===== config.mk =====
export PLATFORM = sky130hd
export DESIGN_NAME = macc_coeff_loader
export DESIGN_NICKNAME = d
export VERILOG_FILES = /design/src/rtl/macc_filter_pkg.sv /design/src/rtl/macc_coeff_shadow.sv /design/src/rtl/macc_coeff_loader.sv
export SDC_FILE = /design/constraint.sdc
export NUM_CORES = 1
export LEC_CHECK = 0
export BUFFER_PORTS_ARGS = -buffer_cell sky130_fd_sc_hd__buf_2
export CORE_MARGIN = 2
export CORE_UTILIZATION = 63
export DETAILED_ROUTE_END_ITERATION = 10
export PLACE_DENSITY_LB_ADDON = 0.12
export SYNTH_ARGS = -nofsm -noshare
export SYNTH_HDL_FRONTEND = slang
export SYNTH_SLANG_ARGS = --single-unit
export TNS_END_PERCENT = 50

===== constraint.sdc =====
create_clock -name Clk_i -period 2.65 [get_ports Clk_i]
set_input_delay 0.3975 -clock Clk_i [delete_from_list [all_inputs] [get_ports Clk_i]]
set_output_delay 0.3975 -clock Clk_i [all_outputs]
set_load 0.02 [all_outputs]

===== src/rtl/macc_filter_pkg.sv =====
// Shared constants and types for the single-MAC FIR filter
// and its coefficient loader.
package macc_filter_pkg;

    localparam int COEFF_W  = 18;
    localparam int ADDR_W   = 4;
    localparam int NUM_TAPS = 16;

    localparam logic [7:0] SYNC_BYTE = 8'hA5;

    typedef enum logic [2:0] {
        ST_IDLE,
        ST_COUNT,
        ST_DATA,
        ST_CSUM,
        ST_WRITE
    } ldr_state_e;

    // Bytes per coefficient on the wire.
    function automatic int bpc(input int w);
        return (w + 7) / 8;
    endfunction

endpackage


===== src/rtl/macc_coeff_shadow.sv =====
// Shadow copy of one full coefficient set, filled byte-stream side
// and read back during the RAM write burst.
module macc_coeff_shadow
    import macc_filter_pkg::*;
(
    input  logic               Clk_i,
    input  logic               RstN_i,
    input  logic               Clr_i,
    input  logic               We_i,
    input  logic [ADDR_W-1:0]  WAddr_i,
    input  logic [COEFF_W-1:0] WData_i,
    input  logic [ADDR_W-1:0]  RAddr_i,
    output logic [COEFF_W-1:0] RData_o
);

    logic [COEFF_W-1:0] mem_q [NUM_TAPS];

    // Clear on reset or frame start, otherwise single write port.
    always_ff @(posedge Clk_i or negedge RstN_i) begin
        if (!RstN_i) begin
            for (int i = 0; i < NUM_TAPS; i++) mem_q[i] <= '0;
        end else if (Clr_i) begin
            for (int i = 0; i < NUM_TAPS; i++) mem_q[i] <= '0;
        end else if (We_i && (int'(WAddr_i) < NUM_TAPS)) begin
            mem_q[WAddr_i] <= WData_i;
        end
    end

    // Addresses beyond the tap count read as zero.
    always_comb begin
        RData_o = '0;
        if (int'(RAddr_i) < NUM_TAPS) RData_o = mem_q[RAddr_i];
    end

endmodule


===== src/rtl/macc_coeff_loader.sv =====
// Framed byte-stream coefficient loader: buffers and checks a full set,
// then burst-writes every tap address of the filter coefficient RAM.
module macc_coeff_loader
    import macc_filter_pkg::*;
(
    input  logic               Clk_i,
    input  logic               RstN_i,
    input  logic [7:0]         ByteData_i,
    input  logic               ByteValid_i,
    output logic               ByteReady_o,
    output logic [ADDR_W-1:0]  CoeffAddr_o,
    output logic [COEFF_W-1:0] CoeffData_o,
    output logic               CoeffWr_o,
    output logic               Busy_o,
    output logic               Done_o,
    output logic               Err_o
);

    localparam int BPC = bpc(COEFF_W);
    localparam int BW  = (BPC > 1) ? $clog2(BPC) : 1;

    localparam logic [7:0]        MAX_N  = 8'(NUM_TAPS);
    localparam logic [BW-1:0]     LAST_B = BW'(BPC - 1);
    localparam logic [BW-1:0]     ONE_B  = BW'(1);
    localparam logic [ADDR_W:0]   ONE_N  = (ADDR_W + 1)'(1);
    localparam logic [ADDR_W-1:0] ONE_A  = ADDR_W'(1);
    localparam logic [ADDR_W-1:0] LAST_K = ADDR_W'(NUM_TAPS - 1);

    ldr_state_e state_q, state_d;

    logic [ADDR_W:0]    n_q, n_d;
    logic [BW-1:0]      bi_q, bi_d;
    logic [ADDR_W-1:0]  ci_q, ci_d;
    logic [ADDR_W-1:0]  wk_q, wk_d;
    logic [COEFF_W-9:0] asm_q, asm_d;
    logic [7:0]         csum_q, csum_d;
    logic               done_q, done_d;
    logic               err_q, err_d;

    logic               accept;
    logic [COEFF_W-1:0] word;
    logic               sh_we;
    logic               sh_clr;
    logic               wr;
    logic [COEFF_W-1:0] sh_rdata;

    // Only the low COEFF_W bits of each big-endian word survive the shift.
    assign word   = {asm_q, ByteData_i};
    assign accept = ByteValid_i & ByteReady_o;

    macc_coeff_shadow u_shadow (
        .Clk_i   (Clk_i),
        .RstN_i  (RstN_i),
        .Clr_i   (sh_clr),
        .We_i    (sh_we),
        .WAddr_i (ci_q),
        .WData_i (word),
        .RAddr_i (wk_q),
        .RData_o (sh_rdata)
    );

    // State and datapath registers.
    always_ff @(posedge Clk_i or negedge RstN_i) begin
        if (!RstN_i) begin
            state_q <= ST_IDLE;
            n_q     <= '0;
            bi_q    <= '0;
            ci_q    <= '0;
            wk_q    <= '0;
            asm_q   <= '0;
            csum_q  <= '0;
            done_q  <= 1'b0;
            err_q   <= 1'b0;
        end else begin
            state_q <= state_d;
            n_q     <= n_d;
            bi_q    <= bi_d;
            ci_q    <= ci_d;
            wk_q    <= wk_d;
            asm_q   <= asm_d;
            csum_q  <= csum_d;
            done_q  <= done_d;
            err_q   <= err_d;
        end
    end

    // Frame parser, checksum and write-burst sequencing.
    always_comb begin
        state_d     = state_q;
        n_d         = n_q;
        bi_d        = bi_q;
        ci_d        = ci_q;
        wk_d        = wk_q;
        asm_d       = asm_q;
        csum_d      = csum_q;
        done_d      = 1'b0;
        err_d       = 1'b0;
        sh_we       = 1'b0;
        sh_clr      = 1'b0;
        wr          = 1'b0;
        ByteReady_o = 1'b1;
        unique case (state_q)
            ST_IDLE: begin
                if (accept && ByteData_i == SYNC_BYTE) begin
                    state_d = ST_COUNT;
                    csum_d  = '0;
                    sh_clr  = 1'b1;
                end
            end
            ST_COUNT: begin
                if (accept) begin
                    if (ByteData_i == 8'd0 || ByteData_i > MAX_N) begin
                        err_d   = 1'b1;
                        state_d = ST_IDLE;
                    end else begin
                        n_d     = ByteData_i[ADDR_W:0];
                        csum_d  = csum_q + ByteData_i;
                        bi_d    = '0;
                        ci_d    = '0;
                        state_d = ST_DATA;
                    end
                end
            end
            ST_DATA: begin
                if (accept) begin
                    asm_d  = word[COEFF_W-9:0];
                    csum_d = csum_q + ByteData_i;
                    if (bi_q == LAST_B) begin
                        bi_d  = '0;
                        sh_we = 1'b1;
                        if ({1'b0, ci_q} == n_q - ONE_N) state_d = ST_CSUM;
                        else ci_d = ci_q + ONE_A;
                    end else begin
                        bi_d = bi_q + ONE_B;
                    end
                end
            end
            ST_CSUM: begin
                if (accept) begin
                    if (ByteData_i == csum_q) begin
                        wk_d    = '0;
                        state_d = ST_WRITE;
                    end else begin
                        err_d   = 1'b1;
                        state_d = ST_IDLE;
                    end
                end
            end
            ST_WRITE: begin
                ByteReady_o = 1'b0;
                wr          = 1'b1;
                if (wk_q == LAST_K) begin
                    done_d  = 1'b1;
                    state_d = ST_IDLE;
                end else begin
                    wk_d = wk_q + ONE_A;
                end
            end
            default: state_d = ST_IDLE;
        endcase
    end

    // Write port is forced to zero outside the burst.
    always_comb begin
        CoeffWr_o   = wr;
        CoeffAddr_o = wr ? wk_q : '0;
        CoeffData_o = wr ? sh_rdata : '0;
        Busy_o      = (state_q != ST_IDLE);
        Done_o      = done_q;
        Err_o       = err_q;
    end

endmodule


---- Word level (Yosys, flattened, before mapping) ----
Cells that the tools add are included.
storage, ports and cells
  output and inout port bits .............. 27
  bits of input ports ..................... 11
  bits in registers ....................... 326
operators by class
  magnitude comparators ................... 4
  bitwise logic cells ..................... 4
  add/sub/neg operators ................... 5
  reductions and logical operators ........ 17
  eq/ne operators ......................... 20
  muxes and demuxes ....................... 54
operators with widths
  operator               number
  $mux W288              2
  $bwmux W288            1
  $bmux W18 S4           1
  $demux W18 S4          1
  $mux W18               4
  $mux W4                9
  $mux W8                4
  $mux W3                8
  $pmux W8 S3            1
  $ne A2 B2 Y1 const B   11
  $pmux W4 S2            2
  $pmux W3 S5            1
  $mux W1                13
  $ge A5 B5 Y1 const B   2
  $mux W2                5
  $not A4 Y5             2
  $add A4 B1 Y4 const B  2
  $add A8 B8 Y8          1
  $eq A8 B8 Y1           1
  $eq A8 B8 Y1 const B   1
  $gt A8 B5 Y1 const B   1
  $logic_not A8 Y1       1
  $reduce_and A4 Y1      2
  $reduce_and A7 Y1      1
  22 further kinds       27

---- Depth between registers and ports, before layout ----
Gate-level depths: netlist of the first run.
  depth in word-level cells ............... 8
  gate-level depth with buffers ........... 8
  gate-level depth less buffers ........... 8

---- Modules after synthesis ----
From an unflattened synthesis of the first run, not the netlist that was laid out.
unflattened totals
  cell total of the unflattened synthesis .. 1756
  area, all modules ....................... 17005.1 um2
modules (own cells, without submodules)
  module             times used  sequential area each (um2)  area an instance (um2)  cells an instance
  macc_coeff_shadow  1           7206.9                      14595.2                 1513
  macc_coeff_loader  1           950.9                       2409.8                  243

---- Least setup slack after synthesis of the first run ----
Ideal clock, no wire load.
  path kind ............................... reg2out
  start ................................... register wk_q[0]
  end ..................................... output port CoeffData_o[0]
  cell stages (with the launch flop) ...... 6
  arrival time ............................ 1893 ps
  required time ........................... 2253 ps
  path slack .............................. 360 ps
  path buffers ............................ 2
  cell sequence ........................... dfrtp_1 -> buf_6 -> buf_6 -> mux4_2 -> mux4_2 -> and2_1
between the ends
  longest elaborated chain between the ends .. 5
ends and longest elaborated chain
  element                                       RTL line                  text
  from (decl)                                   macc_coeff_loader.sv:34   logic [ADDR_W-1:0] wk_q, wk_d;
  from (signal assigned)                        macc_coeff_loader.sv:79   wk_q <= wk_d;
  $not A4 Y5 (not written as such)              macc_coeff_shadow.sv:32   if (int'(RAddr_i) < NUM_TAPS) RData_o = mem_q[RAddr_i];
  $bmux W18 S4                                  macc_coeff_shadow.sv:32
  $mux W18 (not written as such) (2 in series)  macc_coeff_shadow.sv:32
  $mux W18                                      macc_coeff_loader.sv:167  CoeffData_o = wr ? sh_rdata : '0;
  to (decl)                                     macc_coeff_loader.sv:12   output logic [COEFF_W-1:0] CoeffData_o,
No other way between the ends. The select of a mux whose other input is x is not followed.

---- Final worst setup path of the first run ----
  start ................................... register wk_q[0]
  end ..................................... output port CoeffData_o[3]
Same word-level chain as after synthesis.

==> results of run 1 <==
==> what timing repair did <==
item                                   in CTS  in global routing
hold buffers                                1                  0
setup buffers                               1                  2
gates cloned                                1                  6
resized for setup                           8                 26
endpoints found under the hold margin      46                  0
setup endpoints to repair                  18                 18
pin swaps                                   0                  5
==> power by group <==
part / internal, uW / total [uW] / switching, uW
clock network: 3060 / 5120 / 2060
logic: 553 / 1210 / 657
registers: 5160 / 5710 / 552
total: 8770 / 12000 / 3270
==> path summary, 6_finish.rpt <==
check,from,end,slack (ns)
setup / recovery,wk_q[0],CoeffData_o[3],-0.43
min in group asynchronous,RstN_i,u_shadow.mem_q[244],0.39
max in group asynchronous,RstN_i,u_shadow.mem_q[182],1.43
setup reg to reg,state_q[0],u_shadow.mem_q[208],0.38
hold / removal,ByteData_i[0],n_q[0],0.21
hold reg to reg,csum_q[4],csum_q[4],0.50
==> cells by family (layout without fill, tap and decap cells) <==
family                     count (synthesis)  count (layout)
muxes                                    107             107
DFF                                      326             326
and+or+nand+nor                          692             692
buffers and inverters                    173             187
adders and majority gates                 14              14
AOI/OAI and AO/OA                        330             330
xor gates and xnor gates                  14              14
==> cell type report <==
| class | count | share of cell area [%] |
|---|---|---|
| clock inverter | 15 | 0.8947 |
| sequential | 326 | 44.58 |
| multi-input combinational | 1157 | 39.44 |
| clock buffer | 50 | 5.710 |
| inverter | 17 | 0.3483 |
| tap | 330 | 2.254 |
| timing repair buffer | 105 | 6.775 |
==> state kept, by name (all words and copies together) (netlist names) <==
signal	cells
wk_q	4
bi_q	2
state_q	3
Err_o	1
n_q	5
csum_q	8
Done_o	1
asm_q	10
ci_q	4
u_shadow.mem_q	288
==> per-layer routing <==
metal | global-route usage [%] | vias to the layer above
met4 | 11.58 | 0
li1 | - | 5557
met2 | 53.23 | 505
met5 | 0 | -
met3 | 4.169 | 106
met1 | 45.84 | 6077
==> worst register-to-register path, stage by stage (launching register included) <==
cell and delay, ns:
dfrtp_1 0.56, or3b_1 0.52, nor4_2 0.36, and2_1 0.21, buf_4 0.34, nand2_1 0.10
o21ai_1 0.11
==> layout by cell type (no fill, tap or decap), drive strengths merged, types with 2 or more instances in the layout <==
| cell | n |
|---|---|
| a211oi | 2 |
| a21boi | 2 |
| a21o | 2 |
| a21oi | 6 |
| a22o | 5 |
| and2 | 30 |
| and3 | 7 |
| buf | 98 |
| bufinv | 3 |
| clkbuf | 56 |
| clkinv | 11 |
| dfrtp | 326 |
| ha | 13 |
| inv | 17 |
| mux2 | 13 |
| mux2i | 4 |
| mux4 | 90 |
| nand2 | 594 |
| nand2b | 2 |
| nand3 | 7 |
| nand3b | 4 |
| nand4 | 3 |
| nor2 | 15 |
| nor2b | 5 |
| nor3 | 8 |
| nor3b | 3 |
| nor4 | 5 |
| o21a | 4 |
| o21ai | 295 |
| o31a | 2 |
| o31ai | 2 |
| or3 | 2 |
| xnor2 | 8 |
| xor2 | 5 |
==> per-stage QoR <==
step	cell area [um2]	setup TNS, ns	power (uW)	instances
3_5_place_dp	16800	0	6966	1925
5_1_grt	18320	-7.404	12490	2000
4_1_cts	18080	-6.631	12070	1993
6_report	18320	-6.596	12040	2000
3_3_place_gp	16800	0	6928	1925
2_1_floorplan	16210	0	6534	1656
==> results.cfg, run 1 <==
[status]
outcome = finished with violations
violations = negative setup slack

[die]
rows = 58
core-area_mm2 = 0.02525
die_width_um = 164.4
die_y_um = 164.4
pin_count = 38
die_area_mm2 = 0.02703
start_util_pct = 64.18

[place]
dpl_worst_slack_ns = 0.1457
hpwl_um = 24690
place.gp.congestion = 0.8410
portBuffers = 37

[clock_network]
cts_buffers = 36
root_buffer = clkbuf_16
cts_tree = built
clk_pin_slew_ns = 0.06
clk_path_buf_depth = 3
htree_levels = 2
clkSinkCount = 326
clock_latency_ns = 0.53

[yosys]
ys_seq_area_share_pct = 50.33
synth.distinct_cells = 65
postSynthCellCount = 1656
synth_area_leaders = dfrtp_1 50%, nand2_1 14%, mux4_2 13%
ys.warnings.count = 0
synth-edff-count = 0
synth_top_family_by_area = simple AND/OR/NAND/NOR gates
synthesis.area_mm2 = 0.01621
synth_area_per_cell_um2 = 9.788
yosysMostFrequentCell = nand2_1
synth-compound-area-share_pct = 10.82
syn_nets = 1681
synth_top_area_share_pct = 50.33
async_flop_share_pct = 100.0
ys_dominant_reg_cell = dfrtp_1
synth_top_cell_by_area = dfrtp_1
synthTopCellsByCount = 593 x nand2_1, 326 x dfrtp_1, 290 x o21ai_1
synthAdderAreaFrac_pct = 1.127
muxShareOfSynthArea_pct = 13.65
synth-xor-area-share_pct = 0.8414
ys_ff_latch = 326
synth_simple_gate_area_share_pct = 17.75

[drt]
top_layer = met4
post-route-drc-count = 0
antenna_left = 0
wl_per_cell_um = 21.40
met3_length_um = 3067
drt-initial-drc-count = 1249
drt-met1-wl_um = 17120
vias = 12245
firstDrtPassIters = 6
routed_via_density = 6.123
wl_met2_um = 21180
finalWirelength_um = 42800

[global_routing]
grt_usage_pct = 32.62
grt_overflow = 0
grt_pass1_vias = 12098
grt_max_degree = 105
grt_pass1_wl_um = 67280
antenna_found_initial = 0

[cells_and_area]
synthToLayoutAreaGrowth_pct = 13.01
nNetsFinal = 1668
diodes = 0
regArea_mm2 = 0.008167
fillers = 1813
multi_input_area_mm2 = 0.007224
drive_gt1_share_pct = 17.43
final_util_pct = 72.54

[worst_setup_path]
worst-path-buf-inv = 3
worst_setup_path_start_kind = flip-flop
worstSetupPathDepth = 6
reg2reg_depth = 6
path_max_fanout = 6
path_delay_family = multiplexers
slowest_delay_ns = 0.52
crit_type = reg2out
path_cells = buf_4 -> clkbuf_16 -> mux4_2 -> mux4_2 -> and2_4 -> buf_2
endpoint_kind = output pin
cp_slowest_cell = mux4_2
cp.required_ns = 2.25
path_common_cell = mux4_2
worstPathArrival_ns = 2.68

[timing]
fin_crit_sh_pct = 116.1
fmaxAchievable_mhz = 325.1
layout_setup_ws_ns = -0.4265
final_max_slew_viol_count = 0
slew_headroom_pct = 54.97
worst_pin_slew_ns = 0.6755
hold_ws_ns = 0.2091
finalSetupViolCount = 18
hold_viol = 0
clock-skew-final_ns = 0.01406
rsz0062_at_grt = true
period_needed_ns = 3.076

[power_and_ir_drop]
cellPowerDensity_mw_per_mm2 = 657.4
cellLeakagePower_uw = 0.008141
max-vdd-ir-drop_mv = 0.6321

[hold_path]
min_path_cells = 2
hold_path_class = in2reg

[run]
maxCapViolCount = 0
Power figures use the tool's default switching activity.
==> run 2, diff against run 1 <==
--- a/config.mk
+++ b/config.mk
@@ -6,7 +6,7 @@
 export NUM_CORES = 1
 export LEC_CHECK = 0
 export BUFFER_PORTS_ARGS = -buffer_cell sky130_fd_sc_hd__buf_2
-export CORE_MARGIN = 2
+export CORE_MARGIN = 3
 export CORE_UTILIZATION = 63
 export DETAILED_ROUTE_END_ITERATION = 10
 export PLACE_DENSITY_LB_ADDON = 0.12
==> constraint.sdc (replaced) <==
create_clock -name Clk_i -period 2.65 [get_ports Clk_i]
set_input_delay 0.1325 -clock Clk_i [delete_from_list [all_inputs] [get_ports Clk_i]]
set_output_delay 0.1325 -clock Clk_i [all_outputs]
set_load 0.02 [all_outputs]
==> results.cfg, run 2 (synthesis results as in run 1) <==
[place]
placedCellCount = 1917
portBuffers = 37
hpwl_um = 24570
place.gp.congestion = 0.8061
dpl_worst_slack_ns = 0.1877

[clock_network]
clkSinkCount = 326
clk_pin_slew_ns = 0.06
clock_latency_ns = 0.52
clk_path_buf_depth = 3
cts_buffers = 35
root_buffer = clkbuf_16
cts_tree = built
htree_levels = 2

[timing]
layout_setup_ws_ns = -0.1101
period_needed_ns = 2.760
hold_viol = 0
fin_crit_sh_pct = 104.2
clock-skew-final_ns = 0.01255
finalSetupViolCount = 18
worst_pin_slew_ns = 0.6792
final_max_slew_viol_count = 0
rsz0062_at_grt = true
slew_headroom_pct = 54.72
fmaxAchievable_mhz = 362.3

[cells_and_area]
synthToLayoutAreaGrowth_pct = 12.17
drive_gt1_share_pct = 16.76
final_cell_mix = 593 x nand2_1, 323 x dfrtp_1, 290 x o21ai_1
largestRegisters = u_shadow.mem_q x288, asm_q x10, csum_q x8
diodes = 0
largest_reg_flops = 288
fillers = 1795
nNetsFinal = 1664
mostFrequentLayoutCell = nand2_1
instances_no_fill = 1989
top_register = u_shadow.mem_q

[run]
maxCapViolCount = 0

[worst_setup_path]
crit_type = reg2out
r2r_slack_ns = 0.39
path_max_fanout = 4
worst_setup_path_start_kind = flip-flop
worstPathArrival_ns = 2.63
cp.required_ns = 2.52
endpoint_kind = output pin

[global_routing]
grt_pass1_vias = 12181
grt_pass1_wl_um = 67170
grt_max_degree = 80
grt_usage_pct = 30.82
grt_overflow = 0
antenna_found_initial = 0

[power_and_ir_drop]
cellPowerDensity_mw_per_mm2 = 632.2
max-vdd-ir-drop_mv = 0.6359
cellLeakagePower_uw = 0.008040

[die]
pin_count = 38
die_area_mm2 = 0.02769
die_y_um = 166.4
rows = 58
die_width_um = 166.4
core-area_mm2 = 0.02525
start_util_pct = 64.18

[drt]
firstDrtPassIters = 6
finalWirelength_um = 42320
post-route-drc-count = 0
antenna_left = 0
vias = 12092
routed_via_density = 6.079
wl_per_cell_um = 21.27
drt-initial-drc-count = 1222

[status]
violations = negative setup slack
outcome = finished with violations

[hold_path]
hold_path_class = in2reg
-- run 2: worst max-delay path: stages, from the launching register on --
cell and delay [ns]:
dfrtp_4 0.51, buf_8 0.16, buf_6 0.12, buf_6 0.11
mux4_2 0.40, mux4_2 0.50, and2_4 0.18, buf_6 0.12
-- run 2: final cells by class --
type / count / area [um2] / share of cell area [%]
inverters: 17 / 63.81 / 0.3510
flip-flops and latches: 326 / 8167 / 44.91
clock buffers: 53 / 1023 / 5.629
repair buffers: 102 / 1262 / 6.943
clock inverters: 4 / 23.77 / 0.1307
multi-input cells: 1157 / 7229 / 39.76
well taps: 330 / 412.9 / 2.271
-- run 2: path summary, 6_finish.rpt --
path | depth (start not counted) | start | end
hold reg to reg | 1 | csum_q[2] | csum_q[2]
hold / removal | 3 | ByteData_i[6] | u_shadow.mem_q[222]
setup reg to reg | 8 | wk_q[0] | wk_q[2]
min in group asynchronous | 2 | RstN_i | u_shadow.mem_q[172]
max in group asynchronous | 3 | RstN_i | u_shadow.mem_q[114]
setup / recovery | 7 | wk_q[0] | CoeffData_o[7]
-- run 2: through the flow --
step	utilization (%)	hold slack (ns)	power (uW)	area (um2)	TNS, ns
2_1_floorplan	-	-0.1631	6534	16210	0
3_3_place_gp	66.42	0.1663	6927	16770	0
3_5_place_dp	66.42	0.1623	6971	16770	0
4_1_cts	71.86	0.03728	11540	18150	-1.054
5_1_grt	72.00	0.04326	11980	18180	-2.039
6_report	72.00	0.04792	11500	18180	-1.094
-- run 2: report_power, final --
group          internal (uW)  total (uW)  leakage, uW  switching (uW)
clock network           2650        4580     0.000517            1930
logic                    551        1220      0.00301             667
registers               5160        5700      0.00451             541
total                   8360       11500      0.00804            3140
-- run 2: timing repair --
item	CTS	global route
gates cloned	3	1
pin swaps	0	0
endpoints found under the hold margin	74	0
hold buffers	2	0
setup buffers	9	0
endpoints found under the setup margin	18	18
resized for setup	53	3
-- run 2: layer usage --
metal  GRT usage (%)  wire length (um)  vias up
li1                -                 -     5543
met1           41.73             16810     5903
met2           51.33             20620      513
met3           4.451              3125      133
met4           11.87              1762        0
met5               0                 0        -
==> run 3, diff against run 2 <==
--- a/config.mk
+++ b/config.mk
@@ -7,7 +7,7 @@
 export LEC_CHECK = 0
 export BUFFER_PORTS_ARGS = -buffer_cell sky130_fd_sc_hd__buf_2
 export CORE_MARGIN = 3
-export CORE_UTILIZATION = 63
+export CORE_UTILIZATION = 65
 export DETAILED_ROUTE_END_ITERATION = 10
 export PLACE_DENSITY_LB_ADDON = 0.12
 export SYNTH_ARGS = -nofsm -noshare
==> constraint.sdc (replaced) <==
create_clock -name Clk_i -period 3.3 [get_ports Clk_i]
set_input_delay 0.165 -clock Clk_i [delete_from_list [all_inputs] [get_ports Clk_i]]
set_output_delay 0.165 -clock Clk_i [all_outputs]
set_load 0.02 [all_outputs]
==> results.cfg, run 3 (synthesis results as in run 1) <==
[status]
outcome = finished clean

[worst_setup_path]
endpoint_kind = output pin
worst_setup_path_start_kind = flip-flop
cp.required_ns = 3.13
worstPathArrival_ns = 2.87
reg2reg_depth = 5
path_max_fanout = 26
crit_type = reg2out

[hold_path]
min_path_cells = 4
hold_path_class = in2reg

[timing]
layout_setup_ws_ns = 0.2616
finalSetupTns_ns = 0
hold_viol = 0
slew_headroom_pct = 47.79
fin_crit_sh_pct = 92.07
worst_pin_slew_ns = 0.7832
finalSetupViolCount = 0
fmaxAchievable_mhz = 329.1
period_needed_ns = 3.038
rsz0062_at_grt = false
final_max_slew_viol_count = 0
clock-skew-final_ns = 0.01282

[global_routing]
grt_max_degree = 96
grt_pass1_vias = 12122
grt_usage_pct = 32.01
antenna_found_initial = 0
grt_overflow = 0
grt_pass1_wl_um = 66670

[drt]
antenna_left = 0
drt-initial-drc-count = 1130
post-route-drc-count = 0
finalWirelength_um = 40930
wl_per_cell_um = 20.86
vias = 11941
firstDrtPassIters = 5
routed_via_density = 6.086

[cells_and_area]
largestRegisters = u_shadow.mem_q x288, asm_q x10, csum_q x8
top_register = u_shadow.mem_q
multi_input_area_mm2 = 0.007197
final_cell_mix = 593 x nand2_1, 323 x dfrtp_1, 290 x o21ai_1
largest_reg_flops = 288
nNetsFinal = 1641
regArea_mm2 = 0.008167
synthToLayoutAreaGrowth_pct = 8.530
drive_gt1_share_pct = 14.90
diodes = 0
fillers = 1793
mostFrequentLayoutCell = nand2_1

[power_and_ir_drop]
max-vdd-ir-drop_mv = 0.4637
total_power_uw = 9365
clkPwrFrac_pct = 41.2
cellLeakagePower_uw = 0.007824
p_int_uw = 6856
seqPwrFrac_pct = 49.0
p_switching_uw = 2509
combPwrFrac_pct = 9.9
switching_share_pct = 26.79
cellPowerDensity_mw_per_mm2 = 532.3

[die]
die_y_um = 163.9
rows = 57
start_util_pct = 66.46
die_width_um = 163.9
core-area_mm2 = 0.02439
die_area_mm2 = 0.02687
pin_count = 38

[place]
dpl_worst_slack_ns = 0.5253
hpwl_um = 23710
place.gp.congestion = 0.8561
portBuffers = 37

[clock_network]
cts_tree = built
clkSinkCount = 326
clk_path_buf_depth = 3
clk_pin_slew_ns = 0.06
cts_buffers = 35
htree_levels = 2
clock_latency_ns = 0.51
root_buffer = clkbuf_16

[run]
maxCapViolCount = 0
[run 3: changes by cell type in the layout (fill, tap and decap cells not counted), moves of 7 or more]
| cell | before | now |
|---|---|---|
| buf_2 | 23 | 36 |
| buf_6 | 15 | 0 |
| buf_12 | 28 | 11 |
| and2_1 | 17 | 30 |
| clkbuf_8 | 8 | 1 |
| buf_4 | 23 | 30 |
| and2_4 | 13 | 0 |
[run 3: through the flow]
step / utilization, % / cell area, um2 / cells / hold slack, ns
after floorplan: - / 16210 / 1656 / -0.1306
after global placement: 67.46 / 16450 / 1901 / 0.2555
after detailed placement: 67.46 / 16450 / 1901 / 0.2562
after CTS: 72.12 / 17590 / 1962 / 0.05364
after global routing: 72.12 / 17590 / 1962 / 0.07920
final: 72.12 / 17590 / 1962 / 0.07161
[run 3: final timing paths]
| check | start | to | slack, ns |
|---|---|---|---|
| max in group asynchronous | RstN_i | u_shadow.mem_q[93] | 2.08 |
| setup / recovery | wk_q[0] | CoeffData_o[10] | 0.26 |
| hold / removal | ByteValid_i | state_q[1] | 0.07 |
| setup reg to reg | state_q[0] | u_shadow.mem_q[227] | 0.82 |
| hold reg to reg | csum_q[4] | csum_q[4] | 0.50 |
| min in group asynchronous | RstN_i | u_shadow.mem_q[10] | 0.26 |
[run 3: power by group through the flow]
stage	Sequential (uW)	Clock (uW)	Combinational [uW]
floorplan	4310	0	942
global placement	4650	0	891
detailed placement	4650	0	923
CTS	4580	3910	929
global route	4630	4080	1040
finish	4590	3850	925
[run 3: routing by layer]
layer / global-route usage (%) / routed length (um) / vias up / share of wire, %
met4: 10.65 / 1300 / 0 / 3.2
met2: 52.13 / 19890 / 452 / 49
met5: 0 / 0 / - / 0
met1: 44.23 / 16590 / 5903 / 41
met3: 5.750 / 3157 / 99 / 7.7
li1: - / - / 5487 / -
[run 3: cell type report]
cell class                      instances  share of cell area (%)
Clock inverter                         10                  0.7255
Inverter                               17                  0.3627
Sequential cell                       326                   46.42
Multi-Input combinational cell       1157                   40.91
Tap cell                              324                   2.304
Clock buffer                           49                   5.576
Timing Repair Buffer                   79                   3.698
[run 3: timing repair]
action,in CTS,in global routing
hold endpoints to repair,90,0
buffers inserted,1,0
gates resized for setup,0,0
endpoints found under the setup margin,2,0
hold buffers,1,0
[run 3: worst max-delay path: stages, from the launching register on]
cell	delay [ns]
dfrtp_4	0.70
buf_12	0.28
mux4_2	0.52
mux4_2	0.48
and2_1	0.19
buf_2	0.16
